File: config.mk
export PLATFORM = sky130hd
export DESIGN_NAME = store_buffer_flat
export DESIGN_NICKNAME = d
export VERILOG_FILES = /design/src/rtl/store_buffer_pkg.sv /design/src/rtl/store_buffer_if.sv /design/src/rtl/store_buffer_chk.sv /design/src/rtl/store_buffer_fwd_search.sv /design/src/rtl/store_buffer.sv /design/src/flat_wrapper.sv
export SDC_FILE = /design/constraint.sdc
export NUM_CORES = 1
export LEC_CHECK = 0
export ABC_AREA = 1
export ABC_CLOCK_PERIOD_IN_PS = 7800
export CAP_MARGIN = 10
export CORE_MARGIN = 8
export CORE_UTILIZATION = 40
export DETAILED_ROUTE_END_ITERATION = 10
export GPL_ROUTABILITY_DRIVEN = 0
export HOLD_SLACK_MARGIN = 0.08
export MAX_ROUTING_LAYER = met4
export PLACE_DENSITY = 0.55
export SYNTH_ARGS = -nofsm -noshare
export SYNTH_HDL_FRONTEND = slang
export SYNTH_SLANG_ARGS = --single-unit
File: constraint.sdc
create_clock -name clk_i -period 7.8 [get_ports clk_i]
set_clock_uncertainty 0.15 [all_clocks]
set_input_delay 1.56 -clock clk_i [delete_from_list [all_inputs] [get_ports clk_i]]
set_output_delay 1.56 -clock clk_i [all_outputs]
set_load 0.005 [all_outputs]
File: src/rtl/store_buffer_pkg.sv
// Shared sizing constants, pointer type and entry layout for the store buffer.
// Pointers carry one extra wrap bit above the entry index.
package store_buffer_pkg;
   localparam int SB_NUM   = 8;
   localparam int SB_SEL   = 3;
   localparam int ADDR_LEN = 32;
   localparam int DATA_LEN = 32;
   localparam int MASK_LEN = DATA_LEN / 8;
   localparam int PTR_W    = SB_SEL + 1;

   typedef logic [PTR_W-1:0] sb_ptr_t;

   typedef struct packed {
      logic [ADDR_LEN-1:0] addr;
      logic [DATA_LEN-1:0] data;
      logic [MASK_LEN-1:0] mask;
   } sb_entry_t;

   // Entries between two pointers; the wrap bit makes plain subtraction exact.
   function automatic sb_ptr_t ptr_dist(input sb_ptr_t head, input sb_ptr_t tail);
      return sb_ptr_t'(tail - head);
   endfunction
endpackage

File: src/rtl/store_buffer_if.sv
// Drain port between the store buffer (master) and data memory (slave).
interface store_buffer_if;
   import store_buffer_pkg::*;

   logic                mem_req_o;
   logic [ADDR_LEN-1:0] mem_addr_o;
   logic [DATA_LEN-1:0] mem_data_o;
   logic [MASK_LEN-1:0] mem_mask_o;
   logic                mem_ack_i;

   modport master (output mem_req_o, mem_addr_o, mem_data_o, mem_mask_o, input mem_ack_i);
   modport slave  (input mem_req_o, mem_addr_o, mem_data_o, mem_mask_o, output mem_ack_i);
endinterface

File: src/rtl/store_buffer_chk.sv
// Simulation checker: the reorder buffer must never retire more stores than are speculative.
module store_buffer_chk
   import store_buffer_pkg::*;
(
   input logic       clk_i,
   input logic       reset_i,
   input logic [1:0] commit_num_i,
   input sb_ptr_t    spec_cnt_i
);
   a_commit_in_range: assert property (@(posedge clk_i) disable iff (!reset_i)
      PTR_W'(commit_num_i) <= spec_cnt_i);
endmodule

File: src/rtl/store_buffer_fwd_search.sv
// Youngest-first priority search over the occupied entries, walking back from the tail.
module sb_fwd_search
   import store_buffer_pkg::*;
(
   input  logic [SB_NUM-1:0] match_i,
   input  sb_ptr_t           alloc_ptr_i,
   input  sb_ptr_t           count_i,
   output logic              hit_o,
   output logic [SB_SEL-1:0] idx_o
);
   logic [SB_SEL-1:0] slot_s;
   logic              take_s;

   // Oldest candidate is visited first so the youngest match overwrites it last.
   always_comb begin
      hit_o  = 1'b0;
      idx_o  = '0;
      slot_s = '0;
      take_s = 1'b0;
      for (int i = SB_NUM - 1; i >= 0; i--) begin
         slot_s = alloc_ptr_i[SB_SEL-1:0] - SB_SEL'(i + 1);
         take_s = (PTR_W'(i) < count_i) && match_i[slot_s];
         hit_o  = take_s ? 1'b1 : hit_o;
         idx_o  = take_s ? slot_s : idx_o;
      end
   end
endmodule

File: src/rtl/store_buffer.sv
// Program-ordered store buffer: speculative hold, ROB commit, flush on mispredict,
// in-order drain to memory and youngest-match load forwarding.
module store_buffer
   import store_buffer_pkg::*;
(
   input  logic                clk_i,
   input  logic                reset_i,
   input  logic                alloc_valid_i,
   input  logic [ADDR_LEN-1:0] alloc_addr_i,
   input  logic [DATA_LEN-1:0] alloc_data_i,
   input  logic [MASK_LEN-1:0] alloc_mask_i,
   output logic                alloc_ready_o,
   input  logic [1:0]          store_commit_num_i,
   input  logic                prmiss_i,
   store_buffer_if.master      mem_if,
   input  logic [ADDR_LEN-1:0] ld_addr_i,
   output logic                ld_hit_o,
   output logic [DATA_LEN-1:0] ld_data_o,
   output logic [MASK_LEN-1:0] ld_mask_o,
   output logic [SB_SEL:0]     count_o,
   output logic                empty_o
);
   sb_ptr_t           ret_ptr_q, com_ptr_q, alloc_ptr_q;
   sb_ptr_t           ret_ptr_d, com_ptr_d, alloc_ptr_d;
   sb_entry_t         entry_q [SB_NUM];
   sb_ptr_t           count_s, spec_cnt_s, commit_amt_s, commit_req_s;
   logic              full_s, do_alloc_s, do_drain_s, fwd_hit_s;
   logic [SB_SEL-1:0] fwd_idx_s;
   logic [SB_NUM-1:0] match_s;

   assign count_s      = ptr_dist(ret_ptr_q, alloc_ptr_q);
   assign spec_cnt_s   = ptr_dist(com_ptr_q, alloc_ptr_q);
   assign full_s       = (alloc_ptr_q[SB_SEL-1:0] == ret_ptr_q[SB_SEL-1:0]) &&
                         (alloc_ptr_q[SB_SEL] != ret_ptr_q[SB_SEL]);
   assign commit_req_s = PTR_W'(store_commit_num_i);
   assign commit_amt_s = (commit_req_s > spec_cnt_s) ? spec_cnt_s : commit_req_s;
   assign do_alloc_s   = alloc_valid_i & ~full_s & ~prmiss_i;
   assign do_drain_s   = mem_if.mem_req_o & mem_if.mem_ack_i;

   assign alloc_ready_o = ~full_s;
   assign count_o       = count_s;
   assign empty_o       = (count_s == '0);

   assign mem_if.mem_req_o  = (ret_ptr_q != com_ptr_q);
   assign mem_if.mem_addr_o = entry_q[ret_ptr_q[SB_SEL-1:0]].addr;
   assign mem_if.mem_data_o = entry_q[ret_ptr_q[SB_SEL-1:0]].data;
   assign mem_if.mem_mask_o = entry_q[ret_ptr_q[SB_SEL-1:0]].mask;

   // Pointer next-state; a flush rewinds the tail to the post-commit boundary.
   always_comb begin
      ret_ptr_d   = ret_ptr_q + PTR_W'(do_drain_s);
      com_ptr_d   = com_ptr_q + commit_amt_s;
      alloc_ptr_d = alloc_ptr_q;
      if (prmiss_i) begin
         alloc_ptr_d = com_ptr_d;
      end else if (do_alloc_s) begin
         alloc_ptr_d = alloc_ptr_q + PTR_W'(1);
      end else begin
         alloc_ptr_d = alloc_ptr_q;
      end
   end

   // Pointer registers.
   always_ff @(posedge clk_i or negedge reset_i) begin
      if (!reset_i) begin
         ret_ptr_q   <= '0;
         com_ptr_q   <= '0;
         alloc_ptr_q <= '0;
      end else begin
         ret_ptr_q   <= ret_ptr_d;
         com_ptr_q   <= com_ptr_d;
         alloc_ptr_q <= alloc_ptr_d;
      end
   end

   // Entry storage keeps its contents across reset; occupancy comes from the pointers.
   always_ff @(posedge clk_i) begin
      if (do_alloc_s) begin
         entry_q[alloc_ptr_q[SB_SEL-1:0]] <= '{addr: alloc_addr_i, data: alloc_data_i, mask: alloc_mask_i};
      end
   end

   // Word-granular address compare for every slot.
   always_comb begin
      match_s = '0;
      for (int j = 0; j < SB_NUM; j++) begin
         match_s[j] = (entry_q[j].addr[ADDR_LEN-1:2] == ld_addr_i[ADDR_LEN-1:2]);
      end
   end

   sb_fwd_search u_fwd (
      .match_i     (match_s),
      .alloc_ptr_i (alloc_ptr_q),
      .count_i     (count_s),
      .hit_o       (fwd_hit_s),
      .idx_o       (fwd_idx_s)
   );

   assign ld_hit_o  = fwd_hit_s;
   assign ld_data_o = fwd_hit_s ? entry_q[fwd_idx_s].data : '0;
   assign ld_mask_o = fwd_hit_s ? entry_q[fwd_idx_s].mask : '0;

   store_buffer_chk u_chk (
      .clk_i        (clk_i),
      .reset_i      (reset_i),
      .commit_num_i (store_commit_num_i),
      .spec_cnt_i   (spec_cnt_s)
   );
endmodule

File: src/flat_wrapper.sv
// flat-port wrapper written by rule: the top's interface ports become plain ports
module store_buffer_flat import store_buffer_pkg::*;
  (clk_i, reset_i, alloc_valid_i, alloc_addr_i, alloc_data_i, alloc_mask_i, alloc_ready_o, store_commit_num_i, prmiss_i, ld_addr_i, ld_hit_o, ld_data_o, ld_mask_o, count_o, empty_o, mem_if_mem_req_o, mem_if_mem_addr_o, mem_if_mem_data_o, mem_if_mem_mask_o, mem_if_mem_ack_i);
  store_buffer_if mem_if_i ();
  input  logic clk_i;
  input  logic reset_i;
  input  logic alloc_valid_i;
  input  logic [ADDR_LEN-1:0] alloc_addr_i;
  input  logic [DATA_LEN-1:0] alloc_data_i;
  input  logic [MASK_LEN-1:0] alloc_mask_i;
  output logic alloc_ready_o;
  input  logic [1:0] store_commit_num_i;
  input  logic prmiss_i;
  input  logic [ADDR_LEN-1:0] ld_addr_i;
  output logic ld_hit_o;
  output logic [DATA_LEN-1:0] ld_data_o;
  output logic [MASK_LEN-1:0] ld_mask_o;
  output logic [SB_SEL:0] count_o;
  output logic empty_o;
  output wire logic [$bits(mem_if_i.mem_req_o)-1:0] mem_if_mem_req_o;
  output wire logic [$bits(mem_if_i.mem_addr_o)-1:0] mem_if_mem_addr_o;
  output wire logic [$bits(mem_if_i.mem_data_o)-1:0] mem_if_mem_data_o;
  output wire logic [$bits(mem_if_i.mem_mask_o)-1:0] mem_if_mem_mask_o;
  input wire logic [$bits(mem_if_i.mem_ack_i)-1:0] mem_if_mem_ack_i;
  assign mem_if_mem_req_o = mem_if_i.mem_req_o;
  assign mem_if_mem_addr_o = mem_if_i.mem_addr_o;
  assign mem_if_mem_data_o = mem_if_i.mem_data_o;
  assign mem_if_mem_mask_o = mem_if_i.mem_mask_o;
  assign mem_if_i.mem_ack_i = mem_if_mem_ack_i;
  store_buffer u_core (.clk_i(clk_i), .reset_i(reset_i), .alloc_valid_i(alloc_valid_i), .alloc_addr_i(alloc_addr_i), .alloc_data_i(alloc_data_i), .alloc_mask_i(alloc_mask_i), .alloc_ready_o(alloc_ready_o), .store_commit_num_i(store_commit_num_i), .prmiss_i(prmiss_i), .mem_if(mem_if_i), .ld_addr_i(ld_addr_i), .ld_hit_o(ld_hit_o), .ld_data_o(ld_data_o), .ld_mask_o(ld_mask_o), .count_o(count_o), .empty_o(empty_o));
endmodule
==> key figures <==
Clocking
  • TritonCTS clock tree: yes
  • Longest Clk Path Bufs: 3
  • Clk Latency, worst-skew pair: 0.62 ns
  • Clock buffers created by TritonCTS: 61
  • Clk Tree Root Cell: sky130_fd_sc_hd__clkbuf_16
  • CTS H-Tree Depth: 2
  • Post-cts hold buffer count: 0
  • Clock-pin slew on the worst setup and hold paths: 0.06 ns
  • TritonCTS Sinks: 556

Timing
  • Max Freq: 133 MHz
  • Hold Vio Cnt, Final: 0
  • Minimum clock period: 7.52 ns
  • Worst slew margin: 19.5%
  • Slew at the pin closest to its max-slew limit: 1.21 ns
  • Min setup slack post-route: 0.281 ns
  • Final setup vio count: 0
  • Max Transition Viols Final: 0
  • Final clock period utilization by the worst path: 96.4%

Placed design
  • Half-perimeter wire length after placement: 55,600 um
  • Placed insts: 4,320
  • Placement-stage worst setup slack: -0.0367 ns
  • Number of input and output port buffers inserted: 216

Route
  • Topmost layer with routed signal wires: met4
  • Routed via count: 23,933
  • Number of DRC violations after detailed routing: 0
  • WL met3: 5690 um
  • Met2 wirelength from detailed routing: 43,200 um
  • Initial DRC Count: 1,920
  • Wire length on met1: 41,100 um
  • Remaining antenna violation count after routing: 0
  • Final wirelength: 92,200 um
  • Drt pass-1 iters: 6
  • Via density per instance: 5.38
  • Avg WL per Cell: 20.7 um

GRT
  • Number of antenna violations at the first check in global routing: 5
  • Maximum number of pins on one net before global-route repair: 141
  • Number of global-route vias before repair: 23,741
  • Global route overflow: 0
  • First-pass GRT wire length: 138,000 um
  • Global Route Usage Sum: 22.0%

Yosys
  • Total standard cell area after synthesis: 29,800 sq um
  • Nets in the synthesized netlist: 3,401
  • Post-Synthesis Cells: 3,272
  • Count of distinct cell types in the synthesized netlist: 43
  • Top post-synthesis cells by area: sky130_fd_sc_hd__edfxtp_1 55%, sky130_fd_sc_hd__nand2_1 11%, sky130_fd_sc_hd__nor2_1 4.8%
  • Largest area contributor in the netlist: sky130_fd_sc_hd__edfxtp_1
  • Warning count from the yosys run: 0
  • Share of the yosys chip area belonging to registers: 55.8%
  • Post-synthesis area per instance: 9.11 sq um
  • Register bit total from synthesis: 556
  • Fraction of registers with async set/reset: 2.16%
  • EDFF count, synth: 544
  • Synth Flop Type: sky130_fd_sc_hd__edfxtp_1
  • Portion of synthesized cell area occupied by the leading cell type: 54.8%

Worst setup path
  • Startpoint type of the worst setup path: primary input
  • Most frequent cell on the critical path: sky130_fd_sc_hd__nand2_1
  • CP top delay family: simple AND/OR/NAND/NOR gates
  • Worst Setup End Kind: output port
  • Critical Path Fanout Max: 33
  • Required @ worst endpoint: 6.09 ns
  • CP bufs+invs: 7
  • Slowest CP cell: sky130_fd_sc_hd__clkdlybuf4s50_1
  • CP max stage delay: 0.54 ns
  • Endpoint arrival time on the critical path: 5.81 ns
  • Internal reg-to-reg setup slack: 3.70 ns
  • Type of the setup path with the least slack: primary input to output port

Die
  • Area of the placeable core: 74,100 sq um
  • Full die area: 83,500 sq um
  • Die extent in y: 289 um
  • Number of top-level pins: 219
  • X dimension of the die: 289 um
  • Starting density of the core: 40.2%
  • Rows: 100

Run status
  • Status: complete, no violations

Job
  • Max-cap violations: 0

Layout
  • Fraction of final layout cells with drive strength greater than 1: 6.79%
  • Synthesis-to-layout area growth: 18.2%
  • Storage element area: 16,600 sq um
  • Final layout net count: 3,553
  • Commonest non-fill, non-tap cell in the layout: sky130_fd_sc_hd__nand2_1
  • Top library cells by usage in the layout, fill and taps aside: 837 x sky130_fd_sc_hd__nand2_1, 544 x sky130_fd_sc_hd__edfxtp_1, 359 x sky130_fd_sc_hd__nor2_1, 271 x sky130_fd_sc_hd__o21ai_0, 233 x sky130_fd_sc_hd__inv_1
  • Area used by multi-input combinational logic: 11,400 sq um
  • Number of filler instances in the final layout: 6,795
  • Number of non-filler instances in the completed layout: 4,449

Hold path
  • Type of the tightest min-delay check: flip-flop to flip-flop
synth_stat cells (all sizes together), types with 3 or more instances:
cell type  instances
a211oi             3
a21oi            154
a221oi             6
a31oi             69
buf               76
clkbuf           131
dfrtp             12
edfxtp           544
fa                 3
ha                19
inv              259
nand2            844
nand3             91
nand3b            70
nand4             21
nor2             384
o211ai            82
o21ai            276
o22ai             19
or2                4
xnor2            147
xor2              46
worst register-to-register path, cell delays in order, from the launching register on:
cell and delay, ns:
sky130_fd_sc_hd__dfrtp_1 0.79, sky130_fd_sc_hd__inv_1 0.14, sky130_fd_sc_hd__ha_1 0.34, sky130_fd_sc_hd__inv_1 0.21
sky130_fd_sc_hd__or3_1 0.24, sky130_fd_sc_hd__nand2_1 0.12, sky130_fd_sc_hd__nor2_1 0.21, sky130_fd_sc_hd__inv_1 0.18
sky130_fd_sc_hd__nor2_4 0.10, sky130_fd_sc_hd__buf_4 0.48, sky130_fd_sc_hd__buf_4 0.71
layout make-up:
type,count,area share (%)
well taps,969,3.44
clock inverters,33,0.735
inverters,261,2.82
diodes,4,0.0284
flip-flops and latches,556,47.2
clock buffers,82,4.85
multi-input cells,2250,32.4
repair buffers,294,8.47
logic make-up after synthesis:
group	after synthesis	share of synthesized area, %
buffers and inverters	468	6.42
adders and majority gates	22	0.999
xor gates and xnor gates	193	5.67
AOI/OAI and AO/OA	614	11.6
other	1	0.0126
and+or+nand+nor	1418	19.4
DFF	556	55.8
worst paths after layout:
check / startpoint / endpoint / depth (start not counted)
hold / removal: u_core.ret_ptr_q[3] / u_core.ret_ptr_q[3] / 1
hold reg to reg: u_core.ret_ptr_q[3] / u_core.ret_ptr_q[3] / 1
max in group asynchronous: reset_i / u_core.ret_ptr_q[0] / 1
min in group asynchronous: reset_i / u_core.com_ptr_q[1] / 1
setup reg to reg: u_core.alloc_ptr_q[0] / u_core.entry_q[7][53] / 10
setup / recovery: ld_addr_i[8] / ld_data_o[30] / 30
per-layer routing:
layer / GRT usage [%] / vias up
met1: 29.0 / 11605
met4: 6.75 / 0
met5: - / -
met2: 35.3 / 818
met3: 3.10 / 151
li1: - / 11359
registers in the layout, summed over array words and instances, names as in the netlist:
register / flops
u_core.alloc_ptr_q: 4
u_core.ret_ptr_q: 4
u_core.entry_q: 544
u_core.com_ptr_q: 4
what timing repair did:
action                                  CTS  global route
resized for setup                         3            43
endpoints found under the setup margin    1            36
pin swaps                                 0             4
buffers inserted                          0             6
gates cloned                              0             4
through the flow:
step                      area [sq um]  utilization (%)  TNS [ns]  hold WS [ns]
after floorplan                  29800                -         0         0.351
after global placement           33000             44.6         0         0.382
after detailed placement         33000             44.6   -0.0367         0.388
after CTS                        35000             47.2         0         0.393
after global routing             35200             47.6  -0.00813         0.418
final                            35200             47.6         0         0.396
Power is not shown: default switching activity piles up to over one toggle a cycle in this logic, so the estimate is an artifact.
